==> config.mk <==
export PLATFORM = sky130hd
export DESIGN_NAME = fifo_wr_arbiter
export DESIGN_NICKNAME = d
export VERILOG_FILES = /design/src/rtl/fifo_wr_arbiter.sv
export SDC_FILE = /design/constraint.sdc
export NUM_CORES = 1
export LEC_CHECK = 0
export BUFFER_PORTS_ARGS = -buffer_cell sky130_fd_sc_hd__buf_2
export CORE_ASPECT_RATIO = 1.1
export CORE_MARGIN = 2
export CORE_UTILIZATION = 51
export CTS_BUF_LIST = sky130_fd_sc_hd__clkbuf_8
export CTS_CLUSTER_DIAMETER = 80
export DETAILED_ROUTE_END_ITERATION = 6
export GPL_TIMING_DRIVEN = 0
export HOLD_SLACK_MARGIN = 0.08
export PLACE_DENSITY = 0.89
export RECOVER_POWER = 50
export SETUP_SLACK_MARGIN = 0.02
export SYNTH_ARGS = -nofsm -noshare
export SYNTH_HDL_FRONTEND = slang
export SYNTH_SLANG_ARGS = --single-unit
==> constraint.sdc <==
create_clock -name clk -period 6.7 [get_ports clk]
set_input_delay 1.34 -clock clk [delete_from_list [all_inputs] [get_ports clk]]
set_output_delay 1.34 -clock clk [all_outputs]
set_load 0.01 [all_outputs]
==> src/rtl/fifo_wr_arbiter.sv <==
`default_nettype none
`timescale 1ns/1ps
// ============================================================================
// Module      : fifo_wr_arbiter
// Description : Round-robin arbiter sharing one FIFO write port among N_REQ
//               valid/ready producers. The winner owns the port for a burst
//               of up to MAX_BURST beats, then ownership rotates.
// Revision    : 1.0 - initial release
// ============================================================================
module fifo_wr_arbiter #(
   parameter int N_REQ     = 4,
   parameter int DATA_W    = 16,
   parameter int MAX_BURST = 4,
   parameter int CNT_W     = 16,
   localparam int GNT_W    = (N_REQ > 1) ? $clog2(N_REQ) : 1
) (
   input  logic                      clk,
   input  logic                      rst_n,
   input  logic [N_REQ-1:0]          req_valid,
   input  logic [N_REQ*DATA_W-1:0]   req_data,
   output logic [N_REQ-1:0]          req_ready,
   input  logic                      fifo_full,
   input  logic                      fifo_overflow,
   output logic                      fifo_wr_en,
   output logic [DATA_W-1:0]         fifo_data_in,
   output logic [GNT_W-1:0]          grant_id,
   output logic                      busy,
   output logic [CNT_W-1:0]          wr_count,
   output logic                      err_overflow
);

   localparam int                BEAT_W    = (MAX_BURST > 1) ? $clog2(MAX_BURST) : 1;
   localparam logic [BEAT_W-1:0] LAST_BEAT = BEAT_W'(MAX_BURST - 1);
   localparam logic [GNT_W:0]    N_EXT     = (GNT_W + 1)'(N_REQ);

   typedef enum logic [0:0] {
      ST_IDLE  = 1'b0,
      ST_BURST = 1'b1
   } state_t;

   state_t              state_q, state_d;
   logic [GNT_W-1:0]    grant_q, grant_d;
   logic [GNT_W-1:0]    rr_ptr_q, rr_ptr_d;
   logic [BEAT_W-1:0]   beat_cnt_q, beat_cnt_d;
   logic [CNT_W-1:0]    wr_count_q, wr_count_d;
   logic                err_ovf_q, err_ovf_d;

   logic                owner_valid;
   logic [DATA_W-1:0]   owner_data;
   logic                ready_en;
   logic                xfer;
   logic [GNT_W-1:0]    release_ptr;
   logic [GNT_W:0]      pick_idle;
   logic [GNT_W:0]      pick_rel;

   // Round-robin search: rotate the request vector so ptr lands at bit 0,
   // take the lowest set bit, then map the offset back to an absolute index.
   // Result is {found, index}.
   function automatic logic [GNT_W:0] rr_pick(input logic [N_REQ-1:0] valid,
                                               input logic [GNT_W-1:0] ptr);
      logic [2*N_REQ-1:0] rot;
      logic               found;
      logic [GNT_W:0]     sum;
      logic [GNT_W-1:0]   idx;
      rot   = {valid, valid} >> ptr;
      found = 1'b0;
      idx   = '0;
      for (int k = 0; k < N_REQ; k++) begin
         if (!found && rot[k]) begin
            found = 1'b1;
            sum   = {1'b0, ptr} + (GNT_W + 1)'(k);
            if (sum >= N_EXT) begin
               sum = sum - N_EXT;
            end
            idx   = sum[GNT_W-1:0];
         end
      end
      return {found, idx};
   endfunction

   // Select the current owner's valid and data lines.
   always_comb begin
      owner_valid = 1'b0;
      owner_data  = '0;
      for (int i = 0; i < N_REQ; i++) begin
         if (grant_q == GNT_W'(i)) begin
            owner_valid = req_valid[i];
            owner_data  = req_data[i*DATA_W +: DATA_W];
         end
      end
   end

   assign busy         = (state_q == ST_BURST);
   assign ready_en     = busy & ~fifo_full;
   assign xfer         = ready_en & owner_valid;
   assign fifo_wr_en   = xfer;
   assign fifo_data_in = xfer ? owner_data : '0;
   assign grant_id     = grant_q;
   assign wr_count     = wr_count_q;
   assign err_overflow = err_ovf_q;

   // Only the owner's ready bit can be high, and never while the FIFO is full.
   for (genvar gi = 0; gi < N_REQ; gi++) begin : g_ready
      assign req_ready[gi] = ready_en & (grant_q == GNT_W'(gi));
   end

   // Pointer just past the current owner, used when the grant is released.
   assign release_ptr = (grant_q == GNT_W'(N_REQ - 1)) ? '0 : grant_q + 1'b1;
   assign pick_idle   = rr_pick(req_valid, rr_ptr_q);
   assign pick_rel    = rr_pick(req_valid, release_ptr);

   // Next-state logic: grant, burst release/rotation, counters and error flag.
   always_comb begin
      state_d    = state_q;
      grant_d    = grant_q;
      rr_ptr_d   = rr_ptr_q;
      beat_cnt_d = beat_cnt_q;
      wr_count_d = xfer ? wr_count_q + 1'b1 : wr_count_q;
      err_ovf_d  = err_ovf_q | fifo_overflow;

      case (state_q)
         ST_IDLE: begin
            if (pick_idle[GNT_W]) begin
               state_d    = ST_BURST;
               grant_d    = pick_idle[GNT_W-1:0];
               beat_cnt_d = '0;
            end
         end
         ST_BURST: begin
            // Release on burst exhaustion or owner withdrawal; the re-pick
            // happens on the same edge so a waiting requester sees no bubble.
            if (!owner_valid || (xfer && (beat_cnt_q == LAST_BEAT))) begin
               rr_ptr_d   = release_ptr;
               beat_cnt_d = '0;
               if (pick_rel[GNT_W]) begin
                  grant_d = pick_rel[GNT_W-1:0];
               end else begin
                  state_d = ST_IDLE;
               end
            end else if (xfer) begin
               beat_cnt_d = beat_cnt_q + 1'b1;
            end
         end
         default: begin
            state_d = ST_IDLE;
         end
      endcase
   end

   // State registers; async assert clears everything, dropping any pending beat.
   always_ff @(posedge clk or negedge rst_n) begin
      if (!rst_n) begin
         state_q    <= ST_IDLE;
         grant_q    <= '0;
         rr_ptr_q   <= '0;
         beat_cnt_q <= '0;
         wr_count_q <= '0;
         err_ovf_q  <= 1'b0;
      end else begin
         state_q    <= state_d;
         grant_q    <= grant_d;
         rr_ptr_q   <= rr_ptr_d;
         beat_cnt_q <= beat_cnt_d;
         wr_count_q <= wr_count_d;
         err_ovf_q  <= err_ovf_d;
      end
   end

endmodule
`default_nettype wire

==> results <==
- The number of buffers inserted for hold repair after clock tree synthesis is 0.
- The critical path goes through clkbuf_1 > buf_2 > inv_1 > ha_1 > buf_4 > and3b_1 > a2111oi_2 > or2_1 > buf_6 > buf_2 > nor2_1 > buf_2.
- The required time of the critical path is roughly 5400 ps.
- The region available for standard cell placement spans roughly 4000 µm².
- The static power due to leakage is around 1.3 nW.
- At the pin with the least slew margin, the transition time is between 1000 and 1500 ps.
- The synthesized netlist occupies a cell area of 2180 µm².
- The net switching power is 0.000544 W.
- No sink is reached through more buffers than the 2 on the longest clock path.
- The power density normalized to cell area is roughly 390 nW/µm².
- Summed over all failing endpoints, the final setup total negative slack is 0 ps.
- During synthesis, Yosys emitted a total of 0 warnings.
- The total of max-cap violations is 0.
- The flow ran to the end, and the final reports show no timing, DRC or antenna violations.
- The post-route total power is 0.00110 W.
- The final layout contains 494 nets.
- Routability-driven placement finished with a final weighted congestion of 0.924.
- The post-route DRC violation count is 0.
- Counting flops with an async set or reset pin after synthesis yields a share of 1.00.
- The total clock buffers created by CTS is 3.
- Of the total power, combinational logic draws 0.687.
- STA puts the critical path data arrival time at approximately 3100 ps.
- The total half-perimeter wirelength after legalization and detailed placement is around 5400 µm.
- The number of slew-limit violations in the final report is 0.
- The maximum level of the CTS H-tree is 1.
- After clock tree synthesis, the clock-pin slew on the worst setup and hold paths is approximately 90 ps.
- Of the cells placed in the final design, the portion with a size suffix greater than 1 is 0.265.
- The per-instance average area after synthesis is 7.24 µm².
- The critical path class is flip-flop to output port.
- Once the clock tree was built, the setup fixing pass inserted 0 buffers.
- On the critical path the largest part of the delay comes from buffers and inverters.
- The total wirelength of the detailed-routed design is slightly below 7000 µm.
- The cell internal power dissipation is around 0.00056 W.
- The largest single stage delay on the critical path is about 430 ps.
- Synthesis inferred 24 register bits.
- The tightest min-delay check is of the flip-flop to flip-flop type.
- The floorplan step defined a die boundary enclosing roughly 4800 µm².
- The initialized floorplan defines 24 standard-cell rows.
- The fmax is 226 MHz.
- For flop-to-flop paths, the worst setup slack is around 3800 ps.
- Of the total power, the share spent switching nets is 0.494.
- For this design, the sink count on the clock tree is 24.
- The number of global-route vias before repair is 2369.
- The worst slew margin relative to its limit is 0.149.
- Global routing finished with a remaining overflow of 0.
- The count of input and output buffers is 110.
- In this run the worst path has a maximum fanout of 10.
- The worst setup path is captured at an output port.
- Relative to the synthesized area, the layout overhead comes to 30.4%.
- The number of diodes is 0.
- The TritonCTS clock tree is built.
- The count of buffering cells on the critical path with inverters included is 7.
- Clock latency on the worst-skew pair, taken at its later pin, is 270 ps.
- Once detail routing completed, the nets flagged for antenna violations numbered 0.
- The time the worst path needs with I/O delays and setup is 4420 ps.
- The detail-routed via count per cell is approximately 5.7.
- The average wire length per cell after detail routing is around 15 µm.
- The share of the Yosys chip area taken by registers is 0.276.
- The first global-routing pass estimated 10800 µm of wire.
- The number of failing hold endpoints at the final stage is 0.
- The power share of the clock group is 0.115.
- The placement-stage worst setup slack is between 2000 and 3000 ps.
- The number of nets produced by synthesis is approximately 380.
- The worst voltage drop across the vdd grid is 0.272 mV.
- The number of enable flip-flop cells after synthesis is 0.
- The worst setup path is launched from a flip-flop.
- The number of vias in the routed layout is around 2700.
- The number of gates resized after CTS was 0.
- Among all flip-flop cells after synthesis, the most frequent one is sky130_fd_sc_hd__dfrtp_1.
- The post-route fraction of the period consumed by the critical path is 0.660.
- Before antenna repair, the detailed router went through 4 iterations.
- The tightest hold path in the finished design has a slack of roughly 470 ps.
- The pin count of the biggest net entering global routing is 25.
- The count of endpoints failing setup in the final report is 0.
- Setup repair after global routing left no endpoint under its margin.
- The final critical-path setup slack is about 2300 ps.
- The iteration-0 DRC count of the detailed router is roughly 250.
- The slowest stage of the critical path belongs to the cell sky130_fd_sc_hd__dfrtp_1.
- The effective utilization at floorplan is 0.542.
- The cell sitting at the root of the clock tree is a sky130_fd_sc_hd__clkbuf_8.
- The number of antenna violations at the first check in global routing is 0.
- Between clock sinks in the finished design, the worst skew comes to ~2.5 ps.
- The overall global routing resource usage is 0.283.
- The total I/O pin count is about 110.
- The die height is 72.6 µm.
- The most frequent cell on the critical path is sky130_fd_sc_hd__buf_2.
- The share of total power dissipated in sequential elements is 0.197.
- The cell count after synthesis came out at 301.
- The chip width is about 66 µm.
- The share of the core filled with cells is 0.706.
- The number of different library cells in the post-synthesis netlist is 52.
layer usage:
layer	routed length, µm	vias up	track usage
met5	0	-	0
met4	180	0	0.0884
met3	521	23	0.0481
met2	3290	131	0.450
met1	2870	1208	0.390
li1	-	1289	-
worst register-to-register path, stage by stage (launching register included):
cell	delay [ps]
sky130_fd_sc_hd__dfrtp_1	430
sky130_fd_sc_hd__clkbuf_1	320
sky130_fd_sc_hd__buf_2	280
sky130_fd_sc_hd__inv_1	90
sky130_fd_sc_hd__ha_1	370
sky130_fd_sc_hd__clkbuf_1	380
sky130_fd_sc_hd__nand2_1	110
sky130_fd_sc_hd__or3_1	310
sky130_fd_sc_hd__a21oi_1	140
sky130_fd_sc_hd__o21ai_0	110
sky130_fd_sc_hd__o311a_1	140
sky130_fd_sc_hd__o22ai_1	150
metrics by stage:
step | std cells | instance area [µm²]
2_1_floorplan | 301 | 2180
3_3_place_gp | 463 | 2800
3_5_place_dp | 463 | 2800
4_1_cts | 467 | 2870
5_1_grt | 467 | 2840
6_report | 467 | 2840
worst paths after layout:
path / cells after the start / from / end
hold reg to reg: 1 / err_overflow / err_overflow
setup / recovery: 12 / grant_id[0] / fifo_data_in[8]
hold / removal: 1 / err_overflow / err_overflow
setup reg to reg: 11 / grant_id[0] / grant_id[1]
max in group asynchronous: 1 / rst_n / wr_count[7]
min in group asynchronous: 1 / rst_n / wr_count[10]
power by group through the flow:
stage | Clock (W) | Sequential, W | Combinational [W]
final | 0.000127 | 0.000217 | 0.000757
after global routing | 0.000135 | 0.000222 | 0.000845
after CTS | 0.000129 | 0.000216 | 0.000751
after detailed placement | 0 | 0.000219 | 0.000746
after global placement | 0 | 0.000216 | 0.000724
after floorplan | 0 | 0.000219 | 0.000531
logic make-up (layout without fill, tap and decap cells):
| logic type | Yosys count | in the layout | share of synthesized area |
|---|---|---|---|
| muxes | 3 | 3 | 0.0149 |
| and+or+nand+nor | 138 | 138 | 0.328 |
| AOI/OAI and AO/OA | 81 | 81 | 0.213 |
| adders and majority gates | 6 | 6 | 0.0344 |
| buffers and inverters | 31 | 145 | 0.0620 |
| xor gates and xnor gates | 18 | 18 | 0.0723 |
| DFF | 24 | 24 | 0.276 |
final cells by class:
cell class | instances | area, µm²
flip-flops and latches | 24 | 601
inverters | 7 | 26.3
clock inverters | 1 | 30.0
fillers | 369 | 1180
multi-input cells | 246 | 1440
clock buffers | 3 | 41.3
well taps | 52 | 65.1
repair buffers | 110 | 526
plain buffers | 24 | 109
synthesized netlist by cell type, types with 2 or more instances:
cell type                  count  share of area
sky130_fd_sc_hd__nand3b_1     16          0.055
sky130_fd_sc_hd__xnor2_1      17          0.068
sky130_fd_sc_hd__mux2_2        2          0.010
sky130_fd_sc_hd__dfrtp_1      24           0.28
sky130_fd_sc_hd__and3_1        3         0.0086
sky130_fd_sc_hd__a21oi_1      58           0.13
sky130_fd_sc_hd__nand4_1       8          0.023
sky130_fd_sc_hd__and2_1        6          0.017
sky130_fd_sc_hd__clkbuf_1     11          0.019
sky130_fd_sc_hd__ha_1          6          0.034
sky130_fd_sc_hd__nor2_1       41          0.071
sky130_fd_sc_hd__nor4_1        2         0.0057
sky130_fd_sc_hd__nand3_1       7          0.016
sky130_fd_sc_hd__a221oi_1      2         0.0080
sky130_fd_sc_hd__inv_1         6          0.010
sky130_fd_sc_hd__or3_1         2         0.0057
sky130_fd_sc_hd__buf_2         6          0.014
sky130_fd_sc_hd__nor2b_1       2         0.0057
sky130_fd_sc_hd__nand2_1      33          0.057
sky130_fd_sc_hd__o21ai_0       6          0.014
sky130_fd_sc_hd__a31oi_1       3         0.0086
sky130_fd_sc_hd__buf_1         5         0.0086
sky130_fd_sc_hd__nand4b_1      2         0.0080
sky130_fd_sc_hd__nand2b_1      4          0.011
sky130_fd_sc_hd__o21a_1        2         0.0069
registers in the layout, indices dropped and copies added, names as in the netlist:
register,flops
beat_cnt_q,2
busy,1
err_overflow,1
grant_id,2
rr_ptr_q,2
wr_count,16
layout by cell type (no fill, tap or decap), types with 2 or more instances in the layout:
cell                       instances
sky130_fd_sc_hd__a21oi_1          58
sky130_fd_sc_hd__a221oi_1          2
sky130_fd_sc_hd__a31oi_1           3
sky130_fd_sc_hd__and2_1            6
sky130_fd_sc_hd__and3_1            3
sky130_fd_sc_hd__buf_1             5
sky130_fd_sc_hd__buf_2            96
sky130_fd_sc_hd__clkbuf_1         31
sky130_fd_sc_hd__clkbuf_8          3
sky130_fd_sc_hd__dfrtp_1          24
sky130_fd_sc_hd__ha_1              6
sky130_fd_sc_hd__inv_1             6
sky130_fd_sc_hd__mux2_2            2
sky130_fd_sc_hd__nand2_1          33
sky130_fd_sc_hd__nand2b_1          4
sky130_fd_sc_hd__nand3_1           7
sky130_fd_sc_hd__nand3b_1         16
sky130_fd_sc_hd__nand4_1           8
sky130_fd_sc_hd__nand4b_1          2
sky130_fd_sc_hd__nor2_1           41
sky130_fd_sc_hd__nor2b_1           2
sky130_fd_sc_hd__nor4_1            2
sky130_fd_sc_hd__o21a_1            2
sky130_fd_sc_hd__o21ai_0           6
sky130_fd_sc_hd__or3_1             2
sky130_fd_sc_hd__xnor2_1          17
Power figures use the tool's default switching activity.
